--- src/rtl/tdm_mux8to1_tx_pkg.sv ---
// Shared definitions for the TDM 8:1 transmitter and its matching 1:8 receiver.
// State encodings, frame constants and the slot-counter width helper.
package tdm_mux8to1_tx_pkg;

    typedef enum logic {
        TX_IDLE = 1'b0,
        TX_SEND = 1'b1
    } tx_state_e;

    localparam int unsigned NCH          = 8;
    localparam int unsigned SEL_W        = 3;
    localparam int unsigned PAR_SLOT_IDX = 8;

    // Slot counter needs at least one bit even when every cycle ends a slot.
    function automatic int unsigned cnt_width(input int unsigned slot_cyc);
        return (slot_cyc > 1) ? $clog2(slot_cyc) : 1;
    endfunction

endpackage

--- src/rtl/tdm_mux8to1_tx_mux8to1.sv ---
// Combinational 8:1 bit select used by the TDM transmitter to pick the bit for a slot.
module tdm_mux8to1_tx_mux8to1
    import tdm_mux8to1_tx_pkg::*;
(
    input  logic [NCH-1:0]   data,
    input  logic [SEL_W-1:0] sel,
    output logic             dout
);

    assign dout = data[sel];

endmodule

--- src/rtl/tdm_mux8to1_tx.sv ---
// Time-division 8:1 transmitter: captures a parallel word via valid/ready and sends it LSB first,
// one bit per slot. Define PARITY_EN to append a ninth even-parity slot to every frame.
module tdm_mux8to1_tx
    import tdm_mux8to1_tx_pkg::tx_state_e, tdm_mux8to1_tx_pkg::TX_IDLE,
           tdm_mux8to1_tx_pkg::TX_SEND, tdm_mux8to1_tx_pkg::cnt_width;
#(
    parameter int unsigned NCH      = 8,
    parameter int unsigned SEL_W    = 3,
    parameter int unsigned SLOT_CYC = 1
) (
    input  logic             clk,
    input  logic             rst_n,
    input  logic [7:0]       in_data,
    input  logic             in_valid,
    output logic             in_ready,
    output logic             ser_out,
    output logic [SEL_W-1:0] sel_out,
    output logic             frame_start,
    output logic             busy,
    output logic             par_slot
);

    localparam int unsigned      CNT_W    = cnt_width(SLOT_CYC);
    localparam logic [CNT_W-1:0] CNT_LAST = CNT_W'(SLOT_CYC - 1);
    localparam logic [SEL_W-1:0] SEL_LAST = SEL_W'(NCH - 1);

    if (NCH != tdm_mux8to1_tx_pkg::NCH) begin : g_bad_nch
        $error("tdm_mux8to1_tx: NCH must be 8");
    end
    if (SEL_W != $clog2(NCH)) begin : g_bad_sel_w
        $error("tdm_mux8to1_tx: SEL_W must equal clog2(NCH)");
    end
    if (SLOT_CYC < 1 || SLOT_CYC > 16) begin : g_bad_slot_cyc
        $error("tdm_mux8to1_tx: SLOT_CYC must be in 1..16");
    end

    tx_state_e        state_q, state_d;
    logic [7:0]       cap_q, cap_d;
    logic [SEL_W-1:0] sel_q, sel_d;
    logic [CNT_W-1:0] cnt_q, cnt_d;
    logic             ser_q, ser_d;
    logic             fs_q, fs_d;
    logic             last_slot;
    logic             slot_end;
    logic             accept;
    logic [7:0]       mux_data;
    logic [SEL_W-1:0] mux_sel;
    logic             mux_bit;

`ifdef PARITY_EN
    logic par_q, par_d;
    assign last_slot = par_q;
    assign par_slot  = par_q;
`else
    assign last_slot = (sel_q == SEL_LAST);
    assign par_slot  = 1'b0;
`endif

    assign slot_end = (cnt_q == CNT_LAST);
    assign in_ready = (state_q == TX_IDLE) || (slot_end && last_slot);
    assign accept   = in_valid && in_ready;

    // A new word starts straight from in_data since cap is only loaded at this edge.
    assign mux_data = accept ? in_data : cap_q;
    assign mux_sel  = accept ? '0 : sel_q + SEL_W'(1);

    tdm_mux8to1_tx_mux8to1 u_mux (
        .data (mux_data),
        .sel  (mux_sel),
        .dout (mux_bit)
    );

    always_comb begin
        state_d = state_q;
        cap_d   = cap_q;
        sel_d   = sel_q;
        cnt_d   = cnt_q;
        ser_d   = ser_q;
        fs_d    = 1'b0;
`ifdef PARITY_EN
        par_d   = par_q;
`endif
        unique case (state_q)
            TX_IDLE: ;
            TX_SEND: begin
                if (!slot_end) begin
                    cnt_d = cnt_q + CNT_W'(1);
                end else begin
                    cnt_d = '0;
                    if (last_slot) begin
                        state_d = TX_IDLE;
                        sel_d   = '0;
                        ser_d   = 1'b0;
`ifdef PARITY_EN
                        par_d   = 1'b0;
                    end else if (sel_q == SEL_LAST) begin
                        par_d   = 1'b1;
                        ser_d   = ^cap_q;
`endif
                    end else begin
                        sel_d   = sel_q + SEL_W'(1);
                        ser_d   = mux_bit;
                    end
                end
            end
            default: state_d = TX_IDLE;
        endcase

        // Accept overrides the end-of-frame return so back-to-back frames stay gapless.
        if (accept) begin
            state_d = TX_SEND;
            cap_d   = in_data;
            sel_d   = '0;
            cnt_d   = '0;
            ser_d   = mux_bit;
            fs_d    = 1'b1;
`ifdef PARITY_EN
            par_d   = 1'b0;
`endif
        end
    end

    always_ff @(posedge clk or negedge rst_n) begin
        if (!rst_n) begin
            state_q <= TX_IDLE;
            cap_q   <= '0;
            sel_q   <= '0;
            cnt_q   <= '0;
            ser_q   <= 1'b0;
            fs_q    <= 1'b0;
`ifdef PARITY_EN
            par_q   <= 1'b0;
`endif
        end else begin
            state_q <= state_d;
            cap_q   <= cap_d;
            sel_q   <= sel_d;
            cnt_q   <= cnt_d;
            ser_q   <= ser_d;
            fs_q    <= fs_d;
`ifdef PARITY_EN
            par_q   <= par_d;
`endif
        end
    end

    assign busy        = (state_q == TX_SEND);
    assign ser_out     = ser_q;
    assign sel_out     = sel_q;
    assign frame_start = fs_q;

endmodule

--- config.mk ---
export PLATFORM = sky130hd
export DESIGN_NAME = tdm_mux8to1_tx
export DESIGN_NICKNAME = d
export VERILOG_FILES = /design/src/rtl/tdm_mux8to1_tx_pkg.sv /design/src/rtl/tdm_mux8to1_tx_mux8to1.sv /design/src/rtl/tdm_mux8to1_tx.sv
export SDC_FILE = /design/constraint.sdc
export NUM_CORES = 1
export LEC_CHECK = 0
export ABC_AREA = 1
export CORE_UTILIZATION = 49
export DETAILED_ROUTE_END_ITERATION = 8
export GPL_TIMING_DRIVEN = 0
export PLACE_DENSITY = 0.81
export SLEW_MARGIN = 20
export SYNTH_ARGS = -nofsm -noshare
export SYNTH_HDL_FRONTEND = slang
export SYNTH_SLANG_ARGS = --single-unit
--- constraint.sdc ---
create_clock -name clk -period 2.95 [get_ports clk]
set_clock_uncertainty 0.15 [all_clocks]
set_input_delay 0.59 -clock clk [delete_from_list [all_inputs] [get_ports clk]]
set_output_delay 0.59 -clock clk [all_outputs]
set_load 0.02 [all_outputs]
==> impl_results.md <==
- Filler cell count: 116
- Fin area: roughly 930 um2
- Switching power share of the total: a little over two fifths
- Average wire per standard cell: 11.19 um
- Final core utilization: between 70 and 80%
- Maximum vdd drop: about 0.58 mV
- Int Pwr: roughly 600 uW
- Vias per inst: between 5 and 6
- Cell Area, Placed: slightly below 900 um2
- Clock share of power: approximately an eighth
- Area growth syn-to-layout: 31.97%
- Crit-path max FO: 8
- Root Driver: clkbuf_4
- Starting Density: a little over half
- # diodes: 0
- Reg2Reg Depth: 13
- WP data arrival: around 1.9 ns
- Total of warnings raised by yosys: 0
- Switch Pwr: roughly 440 uW
- Final worst path period share: between 90% and 100%
- Setup crit start kind: flip-flop
- Sequential power share: approximately 33%
- Hold_buf cts: 0
- Design Power: 1.043 mW
- CP Capture Type: output pin
- RSZ-0062 raised after global routing: no
- Grt ovf: 0
- Worst setup path end: in_ready
- Placed insts: about 120
- Max Cap Viol: 0
- Register area share after synthesis: approximately half
- Post-CTS setup buffer count: 0
- Final Max Tran Viols: 0
- Setup-failing EPs final: 0
- Worst hold path type: reg -> reg
- Commonest non-fill, non-tap cells in the layout: 26 x nand2_1, 17 x clkdlybuf4s50_1, 14 x dfrtp_1, 12 x nand3_1, 10 x inv_1
- CTS sink cnt: 14
- Clock Path Buffers: 2
- Share of cells above drive strength 1: 13.46%
- Avg Inst Size Synth: 8.487 um2
- Die area: between 1500 and 2000 um2
- Final Hold Vio Count: 0
- Most common cell after layout, fill and taps aside: nand2_1
- Cts bufs inserted: 3
- GP Congestion: ~0.84
- # rows: 13
- Reg2reg start: sel_out[0]
- Total Routed Length: ~1.3 mm
- DRT iter0 DRCs: 11
- CTS resizes: 0
- H-tree Lvls: 1
- Detailed placer's ending HPWL: around 980 um
- Reg2Reg Setup Slack: 0.96 ns
- Final setup margin: between 0.2 and 0.3 ns
- NumNets Final: roughly 120
- Net count after synthesis: 96
- Port Buffers: 17
- Worst Path Required: between 2 and 2.5 ns
- Setup TNS: 0 ns
- Comb pwr share: a little over half
- Min Clock Period, post-route: 2.657 ns
- Static leakage: slightly below 0.5 nW
- Hold Path Origin: cap_q[0]
- Antenna Violating Nets Remaining: 0
- Status: finished, final reports clean
- CP Class: reg -> out
- #FFs+latches synth: 14
- Total core area: 1318 um2
- Yosys cell types: 15
- Synthesized cell area: between 700 and 800 um2
- Post-Syn Instances: a little over 80
- Max_slew headroom: around three fifths
- Worst R2R End: ser_out
- Pre-CTS setup slack: 0.5999 ns
- Die H: between 30 and 40 um
- Pin count of the biggest net entering global routing: 15
- Total track usage: between 20% and 30%
- Synth area leader: dfrtp_1
- Die width: between 30 and 40 um
- Vias in the first global route: between 500 and 600
- Worst setup startpoint: sel_out[0]
- Via count: 603
- Layout Cells excl Fill: 119
- Worst-path clk slew: 0.08 ns
- Drc violations: 0
- Ranking of synthesized cells by area: dfrtp_1 50%, nand2_1 14%, nand3_1 8.5%
- Worst Tran Pin Value: approximately 0.6 ns
- Fmax achieved: 0.3763 GHz
- Cell area power density: ~1100 nW/um2
- Clk_lat worst skew: 0.27 ns
- Top cell type's share of synthesized area: between 40% and 50%
- First-pass GRT wire length: between 2 and 2.5 mm
- DRT Pass-1 Iters: 4
- Initial antenna violation count: 0
- Worst hold margin: around 0.33 ns
- Ports: 19
- CTS tree: done
## power by group through the flow
stage                     clock (mW)  sequential [mW]  combinational, mW
after global placement             0            0.339              0.544
final                          0.136            0.340              0.567
after CTS                      0.136            0.340              0.571
after detailed placement           0            0.343              0.559
after floorplan                    0            0.377              0.349
after global routing           0.144            0.350              0.642
## synthesized netlist by cell type
library cell,number
nand2_2,4
conb_1,1
a32o_1,1
o21ai_0,4
dfrtp_1,14
o211ai_2,1
nand2_1,26
nand3_2,1
nand2_4,2
buf_6,1
nor2_1,3
buf_4,1
nand3_1,12
inv_1,10
ha_1,2
## final cells by class
cell class / instances / area, um2 / share of cell area, %
buffer: 2 / 18.77 / 2.019
clock buffer: 4 / 36.28 / 3.903
inverter: 10 / 37.54 / 4.038
multi-input combinational: 57 / 297.8 / 32.03
sequential: 14 / 350.3 / 37.69
tap: 15 / 18.77 / 2.019
timing repair buffer: 17 / 170.2 / 18.30
## worst max-delay path, cell delays in order (launching register included)
cell and delay [ns]:
dfrtp_1 0.47, ha_1 0.24, ha_1 0.17, inv_1 0.11, nand2_4 0.10, clkdlybuf4s50_1 0.55
## kinds of logic (layout without fill, tap and decap cells)
logic type	count (synthesis)	count (layout)	synth area share, %
other cells	1	1	0.5323
fa+ha+maj	2	2	3.552
buf+inv	12	33	7.994
compound gates	6	6	6.039
flops	14	14	49.73
simple gates	48	48	32.15
## per-layer routing
layer  routed length (um)  GRT usage (%)
met1                  594          25.71
met2                  646          37.50
met3                   62          3.409
met4                   29          13.79
met5                    0              0
## worst min path at each step
stage	end	slack, ns	cells past startpoint
after floorplan	busy	0.14	0
after global routing	cap_q[0]	0.35	2
after global placement	cap_q[4]	0.30	2
after CTS	cap_q[0]	0.34	2
final	cap_q[0]	0.33	2
after detailed placement	cap_q[2]	0.31	2
## registers in the layout, indices dropped and copies added (netlist names)
name	count
sel_out	3
ser_out	1
frame_start	1
cap_q	8
busy	1
No activity file was read; power rests on OpenSTA's default activity.
==> edit, RTL diff (same settings) <==
Make the reset (`rst_n`) synchronous in one clocked block.
--- a/src/rtl/tdm_mux8to1_tx.sv
+++ b/src/rtl/tdm_mux8to1_tx.sv
@@ -120,7 +120,7 @@
         end
     end
 
-    always_ff @(posedge clk or negedge rst_n) begin
+    always_ff @(posedge clk) begin
         if (!rst_n) begin
             state_q <= TX_IDLE;
             cap_q   <= '0;
Function: differs if rst_n is asserted again (counterexample within 4 cycles, from zero or initial values and one cycle with rst_n low); with rst_n held inactive, the same outputs for 10 cycles.
==> edit against the unedited design <==
Sequential cell count unchanged; worst setup slack better by 0.048 ns; first-iteration DRC count up 100%; design area fell by 3.5%; via count up 8.0%; count of clock-buffer cells in the layout unchanged; area after synthesis is 4.4% lower; routed wire length up 7.4%; global-route usage increased by 1.9 points; largest cell class is now multi-input gates; highest routed layer unchanged.
Power is not compared: it rests on default switching activity, and its combinational part moved more than twofold at a synthesized area within 25%.
==> edit: results (changes against the unedited design) <==
** Drt
- The post-detailed-route via-to-cell ratio came to 5.250 (+3.6%).
- Wire length per cell :: 11.54 um (+3.1%)
- Number of DRC markers after the initial detailed-route iteration :: 22 (+11)
- The number of detailed-route iterations in the first pass came to 4 (unchanged).

** Place
- Final RePlAce weighted congestion :: 0.8448 (+0.39%)
- The cell area after placement was 860.8 um2 (-3.6%).
- Setup slack at placement :: 0.6585 ns (+0.05860 ns)

** Logic synthesis
- The fraction of registers with async set/reset is 0% (-100 points).
- Commonest register cell after synthesis :: dfxtp_1
- Average cell area after synthesis :: 7.563 um2 (-11%)
- Yosys attributes the largest share of cell area to dfxtp_1, nand3_1, nand2_1.
- Seq/Total Area, Yosys :: 41.64% (-8.1 points)
- Sorting the synthesized cells by how often they occur yields nand2_1, nand3_1, dfxtp_1.
- The post-synth net total was 102 (+6.3%).

** STA
- The final worst hold slack is 0.3292 ns (-0.003292 ns).
- The worst-case setup margin in the final layout came to 0.3404 ns (+0.04785 ns).

** Critical path
- Number of cell instances on the worst register-to-register path :: 12 (-1)
- R2R Path End :: ser_out
- The longest individual stage delay on the worst path came to 0.62 ns (+0.07 ns).
- Arrival time worst endpoint :: 1.87 ns (-0.05 ns)
- Worst R2R Start :: sel_out[0]
- Worst reg-to-reg setup slack :: 1.08 ns (+0.12 ns)

** Finish
- Proportion of layout cells with a drive suffix above 1 :: 11.82% (-1.6 points)
- Fill cell count :: 94 (-19%)
- Finished Layout Cells :: 124 (+4.2%)

** Global route
- The global-route wire length before repair was 2401 um (+7.1%).
- The number of global-route vias before repair was 581 (+6.2%).
- Largest net degree at the start of global routing :: 11 (-4)
- Total routing resource utilization after global routing :: 24.10% (+1.9 points)

** Worst hold path
- In this run the most critical hold path is launched from cap_q[0].
- Worst Hold Path EP :: cap_q[0]

** Outcome
- Run status :: finished, final reports clean

** Clocking
- The clock network latency to the later pin of the worst-skew pair was 0.29 ns (+0.02 ns).
==> edit: cell count changes after synthesis, sizes merged <==
cell	change
dfrtp	-14
dfxtp	+14
a21oi	+8
nand2	-6
nand3	+3
nor2	+2
o21ai	-2
a32o	-1
inv	+1
nand4	+1
==> edit: final cells by class <==
cell class / count / area (um2) / share of cell area [%]
plain buffers: 2 / 27.53 / 3.068
clock buffers: 4 / 36.28 / 4.045
inverters: 11 / 41.29 / 4.603
multi-input cells: 62 / 324.1 / 36.12
flip-flops and latches: 14 / 280.3 / 31.24
well taps: 14 / 17.52 / 1.953
repair buffers: 17 / 170.2 / 18.97
==> edit: metal layers <==
metal | global-route usage (%) | wire length [um] | part of all wire, %
met1 | 28.42 | 644 | 45
met2 | 35.42 | 645 | 45
met3 | 7.514 | 90 | 6.3
met4 | 18.97 | 50 | 3.5
met5 | 0 | 0 | 0
==> edit: worst max path at each step <==
stage	endpoint	startpoint
floorplan	ser_out	sel_out[0]
global placement	in_ready	sel_out[0]
detailed placement	in_ready	sel_out[0]
CTS	in_ready	sel_out[0]
global route	in_ready	sel_out[0]
finish	in_ready	sel_out[0]
==> edit: worst max-delay path: cells and delay by family (launching register included) <==
family	cells	cell delay (ns)
buf+inv	2	0.69
flops	1	0.46
fa+ha+maj	2	0.32
simple gates	1	0.12
==> edit: cell families after synthesis <==
logic type      Yosys count  synth area share, %
simple gates             48                34.57
flops                    14                41.64
buf+inv                  13                10.22
compound gates           11                9.294
fa+ha+maj                 2                3.717
other cells               1               0.5571
==> edit: power breakdown <==
part,switching (mW),internal [mW],leakage (nW)
Combinational,0.0450,0.0404,0.281
Clock,0.0661,0.0753,0.0210
Sequential,0.00732,0.200,0.115
Total,0.118,0.315,0.417
